`src/rtl/nibble_serial_add_ctrl_pkg.sv`:
```
// Shared types and constants for the nibble-serial add/subtract sequencer.
package nibble_serial_add_ctrl_pkg;

  typedef enum logic [1:0] {
    ST_IDLE = 2'd0,
    ST_RUN  = 2'd1,
    ST_DONE = 2'd2
  } state_e;

  localparam int NIBBLE_W  = 4;
  localparam int MIN_WIDTH = 8;

  // Operand width must split into whole nibbles and span at least two of them.
  function automatic bit width_ok(input int w);
    return ((w % NIBBLE_W) == 0) && (w >= MIN_WIDTH);
  endfunction

endpackage

```
`src/rtl/adder4.sv`:
```
// 4-bit ripple adder slice shared by the nibble-serial sequencer.
module adder4 (
  input  logic [3:0] in_a,
  input  logic [3:0] in_b,
  input  logic       in_c,
  output logic       out_c,
  output logic [3:0] out_sum
);

  assign {out_c, out_sum} = {1'b0, in_a} + {1'b0, in_b} + {4'b0000, in_c};

endmodule

```
`src/rtl/nibble_serial_add_ctrl.sv`:
```
// WIDTH-bit add/subtract computed one nibble per clock through a single adder4 slice.
// Optional macro ADD_CTRL_B2B_EN: a start seen in DONE is accepted directly (DONE->RUN).
//
// Handshake: in_start is sampled on a rising edge only while the block can accept
// (IDLE, or DONE when ADD_CTRL_B2B_EN is defined); out_busy is high from the cycle
// after accept through the DONE cycle; out_done pulses for one cycle in DONE, when
// out_sum/out_c/out_ovf are valid. Starts seen while not accepting are dropped.
module nibble_serial_add_ctrl
  import nibble_serial_add_ctrl_pkg::*;
#(
  parameter int WIDTH = 16
) (
  input  logic             in_clk,
  input  logic             in_rst,
  input  logic             in_start,
  input  logic             in_sub,
  input  logic [WIDTH-1:0] in_a,
  input  logic [WIDTH-1:0] in_b,
  input  logic             in_c,
  output logic             out_busy,
  output logic             out_done,
  output logic [WIDTH-1:0] out_sum,
  output logic             out_c,
  output logic             out_ovf,
  output logic [1:0]       out_state
);

  localparam int NIBBLES = WIDTH / NIBBLE_W;
  localparam int IDX_W   = (NIBBLES > 1) ? $clog2(NIBBLES) : 1;
  localparam logic [IDX_W-1:0] IDX_ONE  = IDX_W'(1);
  localparam logic [IDX_W-1:0] IDX_LAST = IDX_W'(NIBBLES - 1);

`ifdef ADD_CTRL_B2B_EN
  localparam bit B2B_EN = 1'b1;
`else
  localparam bit B2B_EN = 1'b0;
`endif

  if (!width_ok(WIDTH)) begin : g_bad_width
    $error("nibble_serial_add_ctrl: WIDTH must be a multiple of 4 and at least 8");
  end

  state_e           state_q;
  logic [IDX_W-1:0] idx_q;
  logic             carry_q;
  logic [WIDTH-1:0] a_q, b_q, sum_q;
  logic             busy_q, done_q, c_q, ovf_q;

  logic [3:0] slice_a, slice_b, slice_sum;
  logic       slice_c;
  logic       accept;

  assign slice_a = a_q[NIBBLE_W*int'(idx_q) +: NIBBLE_W];
  assign slice_b = b_q[NIBBLE_W*int'(idx_q) +: NIBBLE_W];

  adder4 u_slice (
    .in_a    (slice_a),
    .in_b    (slice_b),
    .in_c    (carry_q),
    .out_c   (slice_c),
    .out_sum (slice_sum)
  );

  assign accept = in_start &&
                  ((state_q == ST_IDLE) || (B2B_EN && (state_q == ST_DONE)));

  always_ff @(posedge in_clk) begin
    if (in_rst) begin
      state_q <= ST_IDLE;
      idx_q   <= '0;
      carry_q <= 1'b0;
      a_q     <= '0;
      b_q     <= '0;
      sum_q   <= '0;
      busy_q  <= 1'b0;
      done_q  <= 1'b0;
      c_q     <= 1'b0;
      ovf_q   <= 1'b0;
    end else begin
      done_q <= 1'b0;
      if (accept) begin
        // Subtract is A + ~B + 1, so the carry register carries the +1.
        a_q     <= in_a;
        b_q     <= in_sub ? ~in_b : in_b;
        carry_q <= in_sub | in_c;
        idx_q   <= '0;
        sum_q   <= '0;
        c_q     <= 1'b0;
        ovf_q   <= 1'b0;
        busy_q  <= 1'b1;
        state_q <= ST_RUN;
      end else begin
        case (state_q)
          ST_RUN: begin
            sum_q[NIBBLE_W*int'(idx_q) +: NIBBLE_W] <= slice_sum;
            carry_q <= slice_c;
            if (idx_q == IDX_LAST) begin
              state_q <= ST_DONE;
              done_q  <= 1'b1;
              c_q     <= slice_c;
              ovf_q   <= (a_q[WIDTH-1] == b_q[WIDTH-1]) && (slice_sum[3] != a_q[WIDTH-1]);
              idx_q   <= '0;
            end else begin
              idx_q <= idx_q + IDX_ONE;
            end
          end
          ST_DONE: begin
            state_q <= ST_IDLE;
            busy_q  <= 1'b0;
          end
          default: begin
            state_q <= ST_IDLE;
            busy_q  <= 1'b0;
          end
        endcase
      end
    end
  end

  assign out_busy  = busy_q;
  assign out_done  = done_q;
  assign out_sum   = sum_q;
  assign out_c     = c_q;
  assign out_ovf   = ovf_q;
  assign out_state = state_q;

endmodule

```
`config.mk`:
```
export PLATFORM = sky130hd
export DESIGN_NAME = nibble_serial_add_ctrl
export DESIGN_NICKNAME = d
export VERILOG_FILES = /design/src/rtl/nibble_serial_add_ctrl_pkg.sv /design/src/rtl/adder4.sv /design/src/rtl/nibble_serial_add_ctrl.sv
export SDC_FILE = /design/constraint.sdc
export NUM_CORES = 1
export LEC_CHECK = 0
export CELL_PAD_IN_SITES_DETAIL_PLACEMENT = 1
export CELL_PAD_IN_SITES_GLOBAL_PLACEMENT = 2
export CORE_MARGIN = 2
export CORE_UTILIZATION = 32
export CTS_BUF_LIST = sky130_fd_sc_hd__clkbuf_8
export DETAILED_ROUTE_END_ITERATION = 8
export PLACE_DENSITY = 0.85
export SLEW_MARGIN = 10
export SYNTH_ARGS = -nofsm -noshare
export SYNTH_HDL_FRONTEND = slang
export SYNTH_HIERARCHICAL = 1
export SYNTH_SLANG_ARGS = --single-unit
export TNS_END_PERCENT = 30
```
`constraint.sdc`:
```
create_clock -name in_clk -period 3.8 [get_ports in_clk]
set_clock_uncertainty 0.15 [all_clocks]
set_input_delay 0.57 -clock in_clk [delete_from_list [all_inputs] [get_ports in_clk]]
set_output_delay 0.57 -clock in_clk [all_outputs]
set_load 0.05 [all_outputs]
```
# Word level (Yosys, flattened, before mapping)
# Index checks and enable logic that the tools add are counted.
[word_totals] register_bits=57 latch_bits=0 mem_bits_rw=0 mem_bits_ro=0 in_bits=37 output_inout_bits=22 word_cells=46 mem_count=0
[op_classes] add_sub_neg=4 n_mul=0 n_div=0 magnitude_cmp=0 n_eq_ne=6 n_shift=4 n_mux=11 bitwise_logic=3 n_reduce_logical=7
[ops] cell="$neg A4 Y33" count=1
[ops] cell="$shift A4 B33 Y16 const A" count=1
[ops] cell="$shiftx A4 B33 Y16" count=1
[ops] cell="$shiftx A16 B5 Y4" count=2
[ops] cell="$bwmux W16" count=1
[ops] cell="$mux W16" count=1
[ops] cell="$not A16 Y16" count=1
[ops] cell="$mux W1" count=8
[ops] cell="$add A4 B4 Y5" count=1
[ops] cell="$add A5 B1 Y5" count=1
[ops] cell="$ne A3 B3 Y1 const B" count=1
[ops] cell="$reduce_or A3 Y1" count=1
[ops] cell="$add A2 B1 Y2 const B" count=1
[ops] cell="$eq A2 B1 Y1 const B" count=1
[ops] cell="$eq A2 B2 Y1 const B" count=1
[ops] cell="$logic_and A1 B1 Y1" count=2
[ops] cell="$logic_not A2 Y1" count=1
[ops] cell="$mux W2" count=1
[ops] cell="$ne A2 B2 Y1 const B" count=1
[ops] cell="$reduce_and A2 Y1" count=1
[ops] cell="$reduce_bool A2 Y1" count=1
[ops] cell="$reduce_or A2 Y1" count=1
[ops] cell="$eq A1 B1 Y1" count=1
[ops] cell="$ne A1 B1 Y1" count=1
[ops] cell="2 further kinds" count=2

# Depth between registers and ports, before layout
[depth] ltp_word=5 ltp_mapped=10

# Hierarchy
# The synthesis kept the hierarchy.
[modules_own_cells] mod="nibble_serial_add_ctrl" instances=1 cells_per_inst=256 area_each_um2=2546.2 seq_area_each_um2=1141.1
[modules_own_cells] mod="adder4" instances=1 cells_per_inst=16 area_each_um2=143.9 seq_area_each_um2=0.0

# Worst setup path after synthesis
# OpenSTA, ideal clock, no wires.
[synth_timing] path_kind="flip-flop to flip-flop" startpoint="reg idx_q[0]" endpoint="reg ovf_q, in the netlist out_ovf" t_arrival_ns=2.466 setup_slack_ns=1.098 stages_incl_launch_ff=9 path_buffers=1 synth_period_minus_slack_ns=2.702 path_cell_list="dfxtp_1 buf_4 mux4_2 fa_1 a21o_1 a21oi_2 xnor2_1 a21oi_1 a211oi_1"
[synth_via] elab_chain_len=5 word_cells_on_any_way=8 classes_between="2 x add/sub; 2 x eq/ne; 2 x shift; 2 x reduce/logical"
[synth_rtl] item="from (decl)" line_no="nibble_serial_add_ctrl.sv:44" rtl="logic [IDX_W-1:0] idx_q;"
[synth_rtl] item="from (signal assigned)" line_no="nibble_serial_add_ctrl.sv:104" rtl="idx_q <= idx_q + IDX_ONE;"
[synth_rtl] item="$shiftx A16 B5 Y4" line_no="nibble_serial_add_ctrl.sv:53" rtl="assign slice_a = a_q[NIBBLE_W*int'(idx_q) +: NIBBLE_W];"
[synth_rtl] item="named net slice_a[0]" line_no="nibble_serial_add_ctrl.sv:49" rtl="logic [3:0] slice_a, slice_b, slice_sum;"
[synth_rtl] item="$add A4 B4 Y5" line_no="adder4.sv:10" rtl="assign {out_c, out_sum} = {1'b0, in_a} + {1'b0, in_b} + {4'b0000, in_c};"
[synth_rtl] item="$add A5 B1 Y5" line_no="adder4.sv:10"
[synth_rtl] item="named net slice_sum[3]" line_no="nibble_serial_add_ctrl.sv:49"
[synth_rtl] item="$ne A1 B1 Y1" line_no="nibble_serial_add_ctrl.sv:101" rtl="ovf_q <= (a_q[WIDTH-1] == b_q[WIDTH-1]) && (slice_sum[3] != a_q[WIDTH-1]);"
[synth_rtl] item="$logic_and A1 B1 Y1" line_no="nibble_serial_add_ctrl.sv:101"
[synth_rtl] item="to (signal assigned)" line_no="nibble_serial_add_ctrl.sv:101"
[synth_rtl] item="to (decl)" line_no="nibble_serial_add_ctrl.sv:47" rtl="logic busy_q, done_q, c_q, ovf_q;"
# The timed path passes the listed nets, and every way through them passes these cells.
# A chain may end at the register's enable or synchronous reset.

# Worst setup path after layout
# Ends and elaborated chain as after synthesis.

==> impl_metrics.yaml <==
cells_and_area:
  final_cell_count_no_fill: 435
  areaGrowthSynthToFinish_pct: 31.4
  seq_area_um2: 1140
  fillerInstances: 931
  layout-drive-gt1-share_pct: 8.48
  num_antenna_cells: 0
  layout_net_count: 373
  multi_input_area_um2: 1430
routing:
  vias: 2144
  number_of_design_rule_violations_left_after_detail_routing: 0
  drt-vias-per-instance: 4.93
  drtAntennaViolNets: 0
  drt_wl_total_mm: 6.40
  drt-wirelength-per-cell_um: 14.7
  drt_iter0_drc: 96
  drt_pre_antenna_iters: 4
floorplan:
  starting_density_pct: 32.9
  pin_count: 59
  die_height_um: 95.7
  core_area_um2: 8180
  dieArea_um2: 9160
  rows: 33
  floorplan.die.width_um: 95.7
logic_synthesis:
  post_synth_num_cell_types: 36
  synth.mux.area_fraction_pct: 13.3
  synth_top_cells_by_area: "sky130_fd_sc_hd__dfxtp_1, sky130_fd_sc_hd__mux2i_1, sky130_fd_sc_hd__xnor2_1"
  ys_dominant_reg_cell: "sky130_fd_sc_hd__dfxtp_1"
  post-synth-top-area-fraction_pct: 42.4
  synth_top_family_by_area: "simple AND/OR/NAND/NOR gates"
  syn_area_per_cell_um2: 9.89
  synthDominantAreaCellType: "sky130_fd_sc_hd__dfxtp_1"
  synth-xor-area-share_pct: 5.86
  postSynth.asyncResetShare_pct: 0
  fraction_of_the_mapped_netlist_area_in_adder_cells_pct: 5.67
  netlist_top_cells_count: "sky130_fd_sc_hd__dfxtp_1, sky130_fd_sc_hd__nor2_1, sky130_fd_sc_hd__a21oi_1, sky130_fd_sc_hd__xnor2_1, sky130_fd_sc_hd__a211oi_1"
  synth_area_in_compound_gates_pct: 11.1
  synth.net_count: 320
  synth-edff-count: 0
  synth.ff_latch_count: 57
  post_synth_and_or_nand_nor_area_fraction_pct: 17.0
  ys_seq_area_share_pct: 42.4
  synth-warning-count: 6
  post-synth-top-count-cell: "sky130_fd_sc_hd__dfxtp_1"
  mappedNetlistArea_um2: 2690
  post_synthesis_cells: 272
place:
  io_buffer_count: 58
  place_worst_setup_slack_ns: 0.551
  detailedPlacementHpwl_mm: 4.66
  post-place-cells: 419
  gp_routability_congestion: 0.779
sta:
  final.setup.worst_slack_ns: 0.584
  hold_viol_final: 0
  layout_worst_path_cycle_share_pct: 84.6
  report.final.setup_viol: 0
  final-max-slew-violation-count: 0
  slew-limit-headroom_pct: 40.1
  worst_pin_slew_ns: 0.895
  period_needed_ns: 3.22
  aggregate_negative_setup_slack_ns: 0
  grt_setup_unrepaired: "false"
  timing.fmax_ghz: 0.311
worst_setup_path:
  worst-endpoint-arrival_ns: 3.32
  data_required_time_of_the_worst_path_ns: 3.90
  worstSetupEndpointType: "register"
  startpoint_type: "register"
  critPathKind: "register to register"
  top_fanout_value_on_the_critical_path: 17
pwr:
  power.leakage_nw: 1.29
  pwr_density_cell_nw_per_um2: 415
  ir_drop_mv: 0.184
cts:
  tritoncts: "yes"
  clock_buffers_created_by_tritoncts: 9
  number_of_buffers_added_to_fix_hold_violations_after_cts: 0
  clock_insertion_delay_worst_skew_ns: 0.33
  cts_root_buffer: "sky130_fd_sc_hd__clkbuf_8"
  clkTransAtPathRegs_ns: 0.06
  cts-resized-gates: 0
  cts_max_level: 3
  ctsLongestPathBuffers: 2
  numClockSinks: 57
  postCtsSetupBuffers: 0
run_status:
  outcome: "finished, final reports clean"
global_routing:
  grtUsageTotal_pct: 15.3
  global_route_wire_length_before_repair_mm: 10.6
  grt_pass1_vias: 2184
  gr-total-overflow: 0
  grt_antenna_before_repair: 0
  grt_max_degree: 52
run:
  cap_violations: 0
worst_hold_path:
  timing.hold.worst.class: "register to register"
==> state kept, by name, indices dropped and copies added (netlist names) <==
register   flops
out_state      2
b_q           16
out_busy       1
carry_q        1
a_q           16
out_c          1
idx_q          2
out_ovf        1
out_sum       16
out_done       1
==> cell usage in the layout, fill, tap and decap left out, drive strengths merged, types with 5 or more instances in the layout <==
cell type      count
dfxtp             57
inv               10
mux4               8
nor2              39
nand3b             5
nand3             10
clkdlybuf4s50     58
a21oi             22
xnor2             18
mux2i             16
ha                 9
nand2             16
a211oi            17
clkbuf            12
==> path summary, 6_finish.rpt <==
check             startpoint  depth (start not counted)  slack [ns]          to
hold reg to reg   out_sum[6]                          2        0.30  out_sum[6]
hold / removal    out_sum[6]                          2        0.30  out_sum[6]
setup reg to reg    idx_q[0]                          7        0.58     out_ovf
setup / recovery    idx_q[0]                          7        0.58     out_ovf
==> worst max-delay path: stages (launching register included) <==
cell,delay (ns)
sky130_fd_sc_hd__dfxtp_1,0.84
sky130_fd_sc_hd__mux4_2,0.62
sky130_fd_sc_hd__fa_1,0.45
sky130_fd_sc_hd__a21o_1,0.21
sky130_fd_sc_hd__a21oi_2,0.14
sky130_fd_sc_hd__xnor2_1,0.32
sky130_fd_sc_hd__a21oi_1,0.15
sky130_fd_sc_hd__a211oi_1,0.25
==> kinds of logic after synthesis <==
kind of cell / Yosys count
AO/OA/AOI/OAI: 46
XOR/XNOR: 18
adder cells (fa/ha/maj): 11
buffers and inverters: 26
flip-flops: 57
multiplexers: 25
AND/OR/NAND/NOR: 89
==> metrics by stage <==
step | power, mW | utilization, % | instance area, um2 | hold WS (ns)
final | 1.47 | 43.3 | 3540 | 0.301
after global routing | 1.55 | 43.3 | 3540 | 0.328
after CTS | 1.49 | 43.3 | 3540 | 0.306
after detailed placement | 0.908 | 40.7 | 3330 | 0.299
after global placement | 0.902 | 40.7 | 3330 | 0.291
after floorplan | 0.820 | - | 2690 | 0.301
==> routing by layer <==
metal	vias to the layer above	routed length (um)	global-route usage (%)
met5	-	0	0
met4	0	101	5.36
met3	7	277	4.90
met2	51	3260	26.9
met1	1025	2760	17.3
li1	1061	-	-
==> power by group <==
| part | leakage [nW] | internal, mW | total [mW] | switching, mW |
|---|---|---|---|---|
| clock network | 0.115 | 0.350 | 0.577 | 0.226 |
| registers | 0.467 | 0.630 | 0.658 | 0.0274 |
| logic | 0.713 | 0.113 | 0.234 | 0.121 |
| total | 1.29 | 1.09 | 1.47 | 0.375 |
==> layout make-up <==
class	count	area share [%]
clock buffers	12	4.67
clock inverters	4	1.20
inverters	8	0.849
multi-input cells	189	40.4
flip-flops and latches	57	32.3
well taps	105	3.72
repair buffers	60	16.8
No activity file was read; power rests on OpenSTA's default activity.
